## src/rtl/mem_arbiter.sv

```systemverilog
// mem_arbiter: 3-requester arbiter for a single-port memory; define MEM_ARBITER_RR_EN for if/dm round-robin.
module mem_arbiter #(
  parameter int ADDR_W = 8
) (
  input  logic              clk,
  input  logic              reset,
  input  logic              if_req,
  input  logic [31:0]       if_addr,
  input  logic              dm_req,
  input  logic              dm_we,
  input  logic [31:0]       dm_addr,
  input  logic [31:0]       dm_wdata,
  input  logic              ext_req,
  input  logic              ext_we,
  input  logic [31:0]       ext_addr,
  input  logic [31:0]       ext_wdata,
  output logic              if_ack,
  output logic              dm_ack,
  output logic              ext_ack,
  output logic [31:0]       rdata,
  output logic [ADDR_W-1:0] mem_addr,
  output logic              mem_we,
  output logic [31:0]       mem_wdata,
  input  logic [31:0]       mem_rdata,
  output logic              cpu_stall,
  output logic              busy
);
  localparam logic [1:0] IDLE = 2'd0, ACCESS = 2'd1, RESP = 2'd2;
  localparam logic [1:0] O_NONE = 2'd0, O_IF = 2'd1, O_DM = 2'd2, O_EXT = 2'd3;
  logic [1:0]        state, owner, sel;
  logic              we_q, sel_we;
  logic [ADDR_W-1:0] addr_q;
  logic [31:0]       wdata_q, sel_addr, sel_wdata;
  logic              unused_addr_bits;
`ifdef MEM_ARBITER_RR_EN
  logic last_dm;
  always_comb sel = ext_req ? O_EXT : (dm_req && if_req) ? (last_dm ? O_IF : O_DM) :
                    dm_req ? O_DM : if_req ? O_IF : O_NONE;
  always_ff @(posedge clk)
    if (reset) last_dm <= 1'b1;
    else if (state == IDLE && (sel == O_IF || sel == O_DM)) last_dm <= sel == O_DM;
`else
  always_comb sel = ext_req ? O_EXT : dm_req ? O_DM : if_req ? O_IF : O_NONE;
`endif
  always_comb begin
    sel_we    = sel == O_EXT ? ext_we : sel == O_DM ? dm_we : 1'b0;
    sel_addr  = sel == O_EXT ? ext_addr : sel == O_DM ? dm_addr : if_addr;
    sel_wdata = sel == O_EXT ? ext_wdata : sel == O_DM ? dm_wdata : 32'd0;
  end
  assign unused_addr_bits = ^{sel_addr[31:ADDR_W+2], sel_addr[1:0]};
  always_ff @(posedge clk) begin
    if (reset) begin
      state   <= IDLE;
      owner   <= O_NONE;
      we_q    <= 1'b0;
      addr_q  <= '0;
      wdata_q <= '0;
    end else if (state == IDLE && sel != O_NONE) begin
      state   <= ACCESS;
      owner   <= sel;
      we_q    <= sel_we;
      addr_q  <= sel_addr[ADDR_W+1:2];
      wdata_q <= sel_wdata;
    end else if (state == ACCESS) begin
      state <= RESP;
    end else if (state == RESP) begin
      state <= IDLE;
    end
  end
  assign mem_addr  = addr_q;
  assign mem_wdata = wdata_q;
  assign mem_we    = state == ACCESS && we_q;
  assign if_ack    = state == RESP && owner == O_IF;
  assign dm_ack    = state == RESP && owner == O_DM;
  assign ext_ack   = state == RESP && owner == O_EXT;
  assign rdata     = (state == RESP && !we_q) ? mem_rdata : 32'd0;
  assign busy      = state != IDLE;
  assign cpu_stall = (if_req && !if_ack) || (dm_req && !dm_ack);
endmodule

```

## config.mk

```make
export PLATFORM = sky130hd
export DESIGN_NAME = mem_arbiter
export DESIGN_NICKNAME = d
export VERILOG_FILES = /design/src/rtl/mem_arbiter.sv
export SDC_FILE = /design/constraint.sdc
export NUM_CORES = 1
export LEC_CHECK = 0
export BUFFER_PORTS_ARGS = -buffer_cell sky130_fd_sc_hd__buf_2
export CORE_MARGIN = 10
export CORE_UTILIZATION = 32
export DETAILED_ROUTE_END_ITERATION = 7
export PLACE_DENSITY = 0.78
export SLEW_MARGIN = 25
export SYNTH_ARGS = -nofsm -noshare
export SYNTH_HDL_FRONTEND = slang
export SYNTH_SLANG_ARGS = --single-unit
```

## constraint.sdc

```tcl
create_clock -name clk -period 1.6 [get_ports clk]
set_input_delay 0.08 -clock clk [delete_from_list [all_inputs] [get_ports clk]]
set_output_delay 0.08 -clock clk [all_outputs]
set_load 0.02 [all_outputs]
```

**Word level (Yosys, flattened, before mapping)**

Index checks and enable logic that the tools add are counted.

- Register bits after elaboration: 45
- Input port bits: 199
- Output and inout bits: 78

- Eq/ne operators: 7
- Mux-type cells: 13
- Reduce and logical (&&, ||, !) cells: 18

Operators with widths:

| kind | number |
|---|---|
| $mux W32 | 3 |
| $mux W10 | 2 |
| $eq A2 B2 Y1 const B | 5 |
| $logic_and A1 B1 Y1 | 8 |
| $mux W2 | 4 |
| $reduce_bool A2 Y1 | 3 |
| $eq A2 B1 Y1 const B | 2 |
| $mux W1 | 4 |
| $logic_not A1 Y1 | 3 |
| $reduce_bool A3 Y1 | 1 |
| $logic_not A2 Y1 | 1 |
| $reduce_or A2 Y1 | 1 |
| $logic_or A1 B1 Y1 | 1 |

**Depth between registers and ports, before layout**

Gate-level depths: netlist (run 1).

- Word-level depth: 6
- Gate-level depth with buffers: 7

**Worst setup path after synthesis (run 1)**

Ideal clock, no wire load.

- Path kind: register to register
- Start point: register state[0]
- End point: register wdata_q[11], in the netlist mem_wdata[11]
- Library setup time: 0.148 ns
- Arrival time: 1.383 ns
- Setup slack: 0.068 ns
- Stages on the path, launching flop included: 7
- Buffers on the path: 1
- Period minus slack after synthesis: 1.532 ns
- Cell sequence: dfxtp_1 -> inv_1 -> ha_1 -> nor2b_1 -> a21boi_2 -> buf_4 -> a2111oi_2

- Longest elaborated chain between the ends: 2

Ends and longest elaborated chain:

| element | line | source |
|---|---|---|
| from (decl) | 30 | `logic [1:0] state, owner, sel;` |
| from (signal assigned) | 53 | `state <= IDLE;` |
| from (signal assigned) | 59 | `state <= ACCESS;` |
| from (signal assigned) | 65 | `state <= RESP;` |
| $logic_not A2 Y1 | 58 | `end else if (state == IDLE && sel != O_NONE) begin` |
| $logic_and A1 B1 Y1 | 58 |  |
| to (signal assigned) | 63 | `wdata_q <= sel_wdata;` |
| to (decl) | 33 | `logic [31:0] wdata_q, sel_addr, sel_wdata;` |

No other way between the ends.
A chain may end at the register's enable or synchronous reset.

**Final worst setup path (run 1)**

- Start point: register state[0]
- End point: output rdata[16]

- Longest elaborated chain between the ends: 3

Ends and longest elaborated chain:

| element | line | source |
|---|---|---|
| $eq A2 B2 Y1 | 76 | `assign rdata = (state == RESP && !we_q) ? mem_rdata : 32'd0;` |
| $logic_and A1 B1 Y1 | 76 |  |
| $mux W32 | 76 |  |
| to (decl) | 20 | `output logic [31:0] rdata,` |

No other way between the ends.

==> key figures, run 1 <==
Worst setup path
  – Worst r2r src: state[1]
  – Worst EP arrival: 1.53 ns
  – Critical path type: flop to primary output
  – Depth of the most critical reg-to-reg path: 6
  – CP Data Required Time: 1.52 ns
  – Crit path capture type: primary output
  – Maximum fanout along the worst path: 9
  – Reg-to-Reg End: mem_wdata[10]
  – Worst reg2reg setup slack: ~0.02 ns
  – Startpoint Class: flop

Synth
  – Gate Count Post-Synth: 298
  – Avg Inst Size Synth: ~8.7 sq um
  – Synthesized Nets: 500
  – Synth unique cells: 30
  – Post-synthesis register bit count: 45
  – Synthesized cell area: 0.002590 sq mm
  – Area contributors post-synth: dfxtp_1 (35%), a2111oi_2 (19%), nor2_1 (10%), and2_1 (8.0%), nand2_1 (4.3%)
  – Synth top area share: 34.78%
  – Ys Warns: 0
  – Sequential-to-total area share from yosys stat: 34.78%
  – Area leader, netlist: dfxtp_1

Pwr
  – PwrDens: around 780 mW/mm^2
  – Leakage power: 2.084 nW
  – Comb pwr share: 37.0%
  – Switching share of total power: between 30 and 40%
  – P_int: 0.002113 W
  – Flop pwr share: 40.3%
  – Switching pwr: 0.001186 W
  – Clock share of power: a little under a quarter
  – Peak VDD IR: 0.5045 mV

Layout
  – Most common cell after layout, fill and taps aside: buf_2
  – Most frequent cells in the layout: buf_2 (172), nor2_1 (69), dfxtp_1 (43)
  – Design area: about 0.0042 sq mm
  – Area Growth Syn to Fin: 63.14%
  – Finished Layout Cells: between 600 and 700
  – Util after Layout: 54.12%
  – Diode count: 0
  – NumNets Final: around 710
  – Share of layout cells above drive strength 1: 59.60%

STA
  – Post-route setup TNS: -0.04180 ns
  – Clock skew: roughly 0.0088 ns
  – Final Hold Slack: 0.03687 ns
  – RSZ-0062 raised after global routing: yes
  – # setup viols final: 7
  – Setup WS post-layout: -0.01216 ns
  – Period utilization: 100.8%
  – Slew Viols, Final: 0
  – Period minus WS final: 1.612 ns
  – Slew margin rel.: approximately two thirds
  – Highest Clock Rate: 620.3 MHz
  – Final Hold Viols: 0
  – Worst Tran Pin Value: 0.4716 ns

Run status
  – Status: complete, but fails checks
  – Violated checks: setup timing

Clock tree
  – TritonCTS buffer count: 5
  – Clock root buffer: clkbuf_8
  – Reg clk slew, reported paths: 0.10 ns
  – Clock Sinks: 45
  – Clk_lat worst skew: 0.30 ns
  – TritonCTS clock tree: built
  – H-tree depth: 2
  – Clock Tree Buf Depth: 2

Floorplan
  – Site Rows: 32
  – Die area: between 0.01 and 0.015 sq mm
  – Core area: 0.007807 sq mm
  – Die width: 110.0 um
  – Initial Utilization: 33.17%
  – Ports: 277
  – Die Y-Extent: 110.0 um

Hold path
  – Worst min-delay path class: input pin to flop
  – Hold endpoint: mem_wdata[19]
  – HP Start: dm_wdata[19]
  – Hold-critical path depth: 3

Route
  – Vias per cell: 4.875
  – DR WL/cell: 17.75 um
  – Drt drc: 0
  – First-pass iteration count of the detailed router: 4
  – Antenna violation net count after detailed routing: 0
  – Drt initial violations: between 100 and 150
  – DRT Wirelength: 10780 um
  – Vias: 2959

Placement
  – Final GP Congestion: 0.8790
  – Placed insts: 594
  – DP Area: between 0.003 and 0.004 sq mm
  – Hpwl dp: 8637 um
  – Port Buf Inserts: 204

GRT
  – Largest net degree at the start of global routing: 37
  – Vias in the first global route: slightly above 3000
  – Initial antenna violation count: 0
  – Tot GR Track Use: between 10% and 20%
  – Congestion Overflow GR: 0
  – Global-route wire length before repair: ~15000 um

Job
  – Max-cap violations: 0
[sequential cells by signal (all words and copies together), names as in the netlist]
name       cells
mem_addr       8
mem_wdata     32
owner          2
state          2
we_q           1
[worst max path at each step]
stage	slack, ns	startpoint	end
2_1_floorplan	0.07	state[0]	mem_wdata[11]
3_3_place_gp	0.06	state[0]	mem_wdata[20]
3_5_place_dp	-0.03	state[0]	mem_wdata[18]
4_1_cts	-0.02	state[0]	rdata[9]
5_1_grt	-0.10	state[1]	mem_wdata[6]
6_report	-0.01	state[0]	rdata[16]
[metal layers]
metal  up-vias  global-route usage (%)  share of wire (%)
li1       1439                       -                  -
met1      1376                   18.09                 37
met2       138                   26.21                 49
met3         6                   7.431                 14
met4         0                   2.416               0.45
met5         -                       0                  0
[critical path, cell delays in order, from the launching register on]
cell	delay (ns)
dfxtp_2	0.34
inv_2	0.06
ha_2	0.17
nor2b_4	0.22
buf_4	0.17
and2_1	0.12
buf_2	0.17
[cell usage after synthesis]
cell and number:
nor2b_4 1, a21boi_2 1, inv_1 6, and3_1 2
clkbuf_1 5, a32o_1 8, o21ai_1 2, nand2_2 5
a2111oi_2 33, nor3_1 1, nor2b_1 7, nand2_1 30
nor2_1 69, buf_1 1, a211o_1 8, a221oi_1 1
dfxtp_1 45, ha_1 3, buf_2 9, nor2_2 1
o31a_1 1, and2_1 33, a21oi_1 2, and2b_1 3
o21ai_0 1, buf_4 8, nand2b_1 8, mux2i_1 1
o22ai_1 1, buf_6 2
[logic make-up (layout without fill, tap and decap cells)]
logic type               after synthesis  in the layout  share of synthesized area (%)
AND/OR/NAND/NOR                      160            160                          29.47
adder cells (fa/ha/maj)                3              3                          1.449
AO/OA/AOI/OAI                         58             58                          27.25
flip-flops                            45             45                          34.78
buffers and inverters                 31            238                          6.666
multiplexers                           1              1                         0.3865
[power by group through the flow]
| stage | Combinational [W] | Clock, W | Sequential [W] |
|---|---|---|---|
| after floorplan | 0.000555 | 0 | 0.00150 |
| after global placement | 0.00113 | 0 | 0.00134 |
| after detailed placement | 0.00116 | 0 | 0.00135 |
| after CTS | 0.00118 | 0.000784 | 0.00133 |
| after global routing | 0.00132 | 0.000824 | 0.00135 |
| final | 0.00122 | 0.000749 | 0.00133 |
[area by class of cell]
| type | count | area, sq um |
|---|---|---|
| Clock buffer | 5 | 68.82 |
| Inverter | 6 | 22.52 |
| Timing Repair Buffer | 224 | 1445 |
| Fill cell | 725 | 3582 |
| Clock inverter | 3 | 25.02 |
| Multi-Input combinational cell | 222 | 1633 |
| Tap cell | 102 | 127.6 |
| Sequential cell | 45 | 903.4 |
[metrics by stage]
stage,setup slack [ns],power (W)
2_1_floorplan,0.06842,0.002059
3_3_place_gp,0.06395,0.002475
3_5_place_dp,-0.02597,0.002511
4_1_cts,-0.01848,0.003291
5_1_grt,-0.1022,0.003496
6_report,-0.01216,0.003299
[what timing repair did]
action,CTS,global route
endpoints found under the hold margin,0,0
pin swaps,1,0
hold buffers,0,0
setup endpoints to repair,51,69
resized for setup,41,56
buffers inserted,1,0
gates cloned,1,3
Note: power is estimated with default switching activity, not from simulation.
==> run 2, diff against run 1 <==
--- a/config.mk
+++ b/config.mk
@@ -5,7 +5,7 @@
 export SDC_FILE = /design/constraint.sdc
 export NUM_CORES = 1
 export LEC_CHECK = 0
-export BUFFER_PORTS_ARGS = -buffer_cell sky130_fd_sc_hd__buf_2
+export BUFFER_PORTS_ARGS = -buffer_cell sky130_fd_sc_hd__buf_4
 export CORE_MARGIN = 10
 export CORE_UTILIZATION = 32
 export DETAILED_ROUTE_END_ITERATION = 7
==> run 2 against run 1 <==
Net effect:
- the run now ends clean
- via count is 1.5% lower
- global-route usage is 0.91 points higher
- register-to-register slack better by 0.06 ns
- critical endpoint is now rdata[2]
==> key figures, run 2 (same netlist as run 1, synthesis figures left out) <==
Run status
  – Status: completed

Layout
  – Fillers: 711
  – Most frequent cells in the layout: buf_4 (192), nor2_1 (68), dfxtp_1 (43)
  – Share of layout cells above drive strength 1: 56.60%
  – Most common cell after layout, fill and taps aside: buf_4
  – Area Growth Syn to Fin: 76.09%
  – Diode count: 0
  – Largest register FFs: 32
  – NumNets Final: 701
  – Finished Layout Cells: 602

GRT
  – Initial antenna violation count: 0
  – Tot GR Track Use: 16.57%
  – Largest net degree at the start of global routing: 53
  – Congestion Overflow GR: 0
  – Vias in the first global route: 3110
  – Global-route wire length before repair: 15970 um

Clock tree
  – Reg clk slew, reported paths: 0.09 ns
  – TritonCTS buffer count: 5
  – H-tree depth: 2
  – Clock Tree Buf Depth: 2
  – Clk_lat worst skew: ~0.29 ns
  – Hold_buf cts: 0
  – Clock root buffer: clkbuf_8
  – TritonCTS clock tree: built
  – Clock Sinks: 45

Route
  – DR WL/cell: 18.15 um
  – Antenna violation net count after detailed routing: 0
  – Drt initial violations: 140
  – Met3 WL: ~1500 um
  – Vias per cell: 4.844
  – Vias: 2916
  – Highest routed layer: met4
  – Drt drc: 0
  – DRT Wirelength: 10930 um
  – Met2 Routed Length: 5226 um
  – First-pass iteration count of the detailed router: 4
  – M1 WL: 4064 um

Floorplan
  – Die Y-Extent: 110.0 um
  – Die area: 0.01209 sq mm
  – Core area: 0.007807 sq mm
  – Site Rows: 32
  – Initial Utilization: 33.17%
  – Die width: 110.0 um
  – Ports: 277

STA
  – Period utilization: 96.90%
  – Period minus WS final: 1.550 ns
  – Final Hold Viols: 0
  – Worst Tran Pin Value: 0.4464 ns
  – Slew margin rel.: 70.24%
  – Highest Clock Rate: about 640 MHz
  – Clock skew: between 0.006 and 0.007 ns
  – Slew Viols, Final: 0
  – RSZ-0062 raised after global routing: yes
  – # setup viols final: 0

Pwr
  – Peak VDD IR: ~0.42 mV
  – Overall power consumption: roughly 0.0034 W
  – PwrDens: 754.0 mW/mm^2
  – Leakage power: 2.153 nW

Worst setup path
  – CP Buf/Inv Count: 3
  – Worst EP arrival: 1.47 ns
  – Startpoint Class: flop
  – Critical path's top delay family: buffers and inverters
  – Critical path type: flop to primary output
  – Critical path's slowest cell: dfxtp_2
  – Crit path largest cell delay: 0.34 ns
  – CP Cell Sequence: inv_4 > ha_4 > nor2b_4 > buf_12 > and2_1 > buf_6
  – Maximum fanout along the worst path: 32
  – Crit path capture type: primary output
  – CP Data Required Time: between 1.5 and 2 ns

Placement
  – Port Buf Inserts: 204
  – Final GP Congestion: about 0.86
  – Hpwl dp: 8796 um
  – Placed insts: 590

Hold path
  – Worst min-delay path class: input pin to flop

Job
  – Max-cap violations: 0
run 2: worst paths after layout:
path | startpoint | to | slack, ns | depth (start not counted)
worst max-delay path | state[0] | rdata[2] | 0.05 | 6
worst min-delay path | dm_wdata[7] | mem_wdata[7] | 0.06 | 3
worst max register to register | state[1] | mem_addr[6] | 0.08 | 7
worst min register to register | mem_addr[3] | mem_addr[3] | 0.47 | 1
run 2: layout make-up:
| cell class | instances | area, sq um | area share, % |
|---|---|---|---|
| clock buffers | 5 | 68.82 | 1.509 |
| clock inverters | 3 | 21.27 | 0.4664 |
| inverters | 6 | 25.02 | 0.5487 |
| multi-input cells | 222 | 1583 | 34.71 |
| flip-flops and latches | 45 | 903.4 | 19.81 |
| well taps | 102 | 127.6 | 2.798 |
| repair buffers | 219 | 1832 | 40.16 |
run 2: per-stage QoR:
step | setup WS (ns) | cell area [sq um] | utilization [%] | hold slack (ns) | TNS [ns]
after floorplan | 0.06842 | 2590 | - | 0.2400 | 0
after CTS | 0.00009814 | 4474 | 57.31 | 0.04077 | 0
after global routing | -0.01618 | 4561 | 58.41 | 0.04374 | -0.1367
after detailed placement | 0.004022 | 4289 | 54.94 | 0.3680 | 0
final | 0.04956 | 4561 | 58.41 | 0.05846 | 0
after global placement | 0.03059 | 4289 | 54.94 | 0.3623 | 0
run 2: timing repair:
| item | in CTS | in global routing |
|---|---|---|
| pin swaps | 0 | 3 |
| resized for setup | 14 | 24 |
| setup buffers | 2 | 1 |
| endpoints found under the setup margin | 41 | 69 |
| gates cloned | 1 | 0 |
run 2: worst reg2reg max path, cell delays in order (launching register included):
cell	delay (ns)
dfxtp_2	0.38
inv_2	0.06
ha_4	0.17
o31a_1	0.11
buf_6	0.14
buf_12	0.14
nor2b_4	0.16
a32o_1	0.28
run 2: layer usage:
metal	global-route usage, %	vias to the layer above
met3	7.958	10
met4	3.346	0
li1	-	1429
met1	19.10	1338
met2	27.35	139
met5	0	-
run 2: report_power, final:
part,internal (W),leakage (nW),switching (W),total [W]
Clock,0.000310,0.0445,0.000407,0.000717
Sequential,0.00126,0.375,0.0000787,0.00134
Combinational,0.000699,1.73,0.000684,0.00138
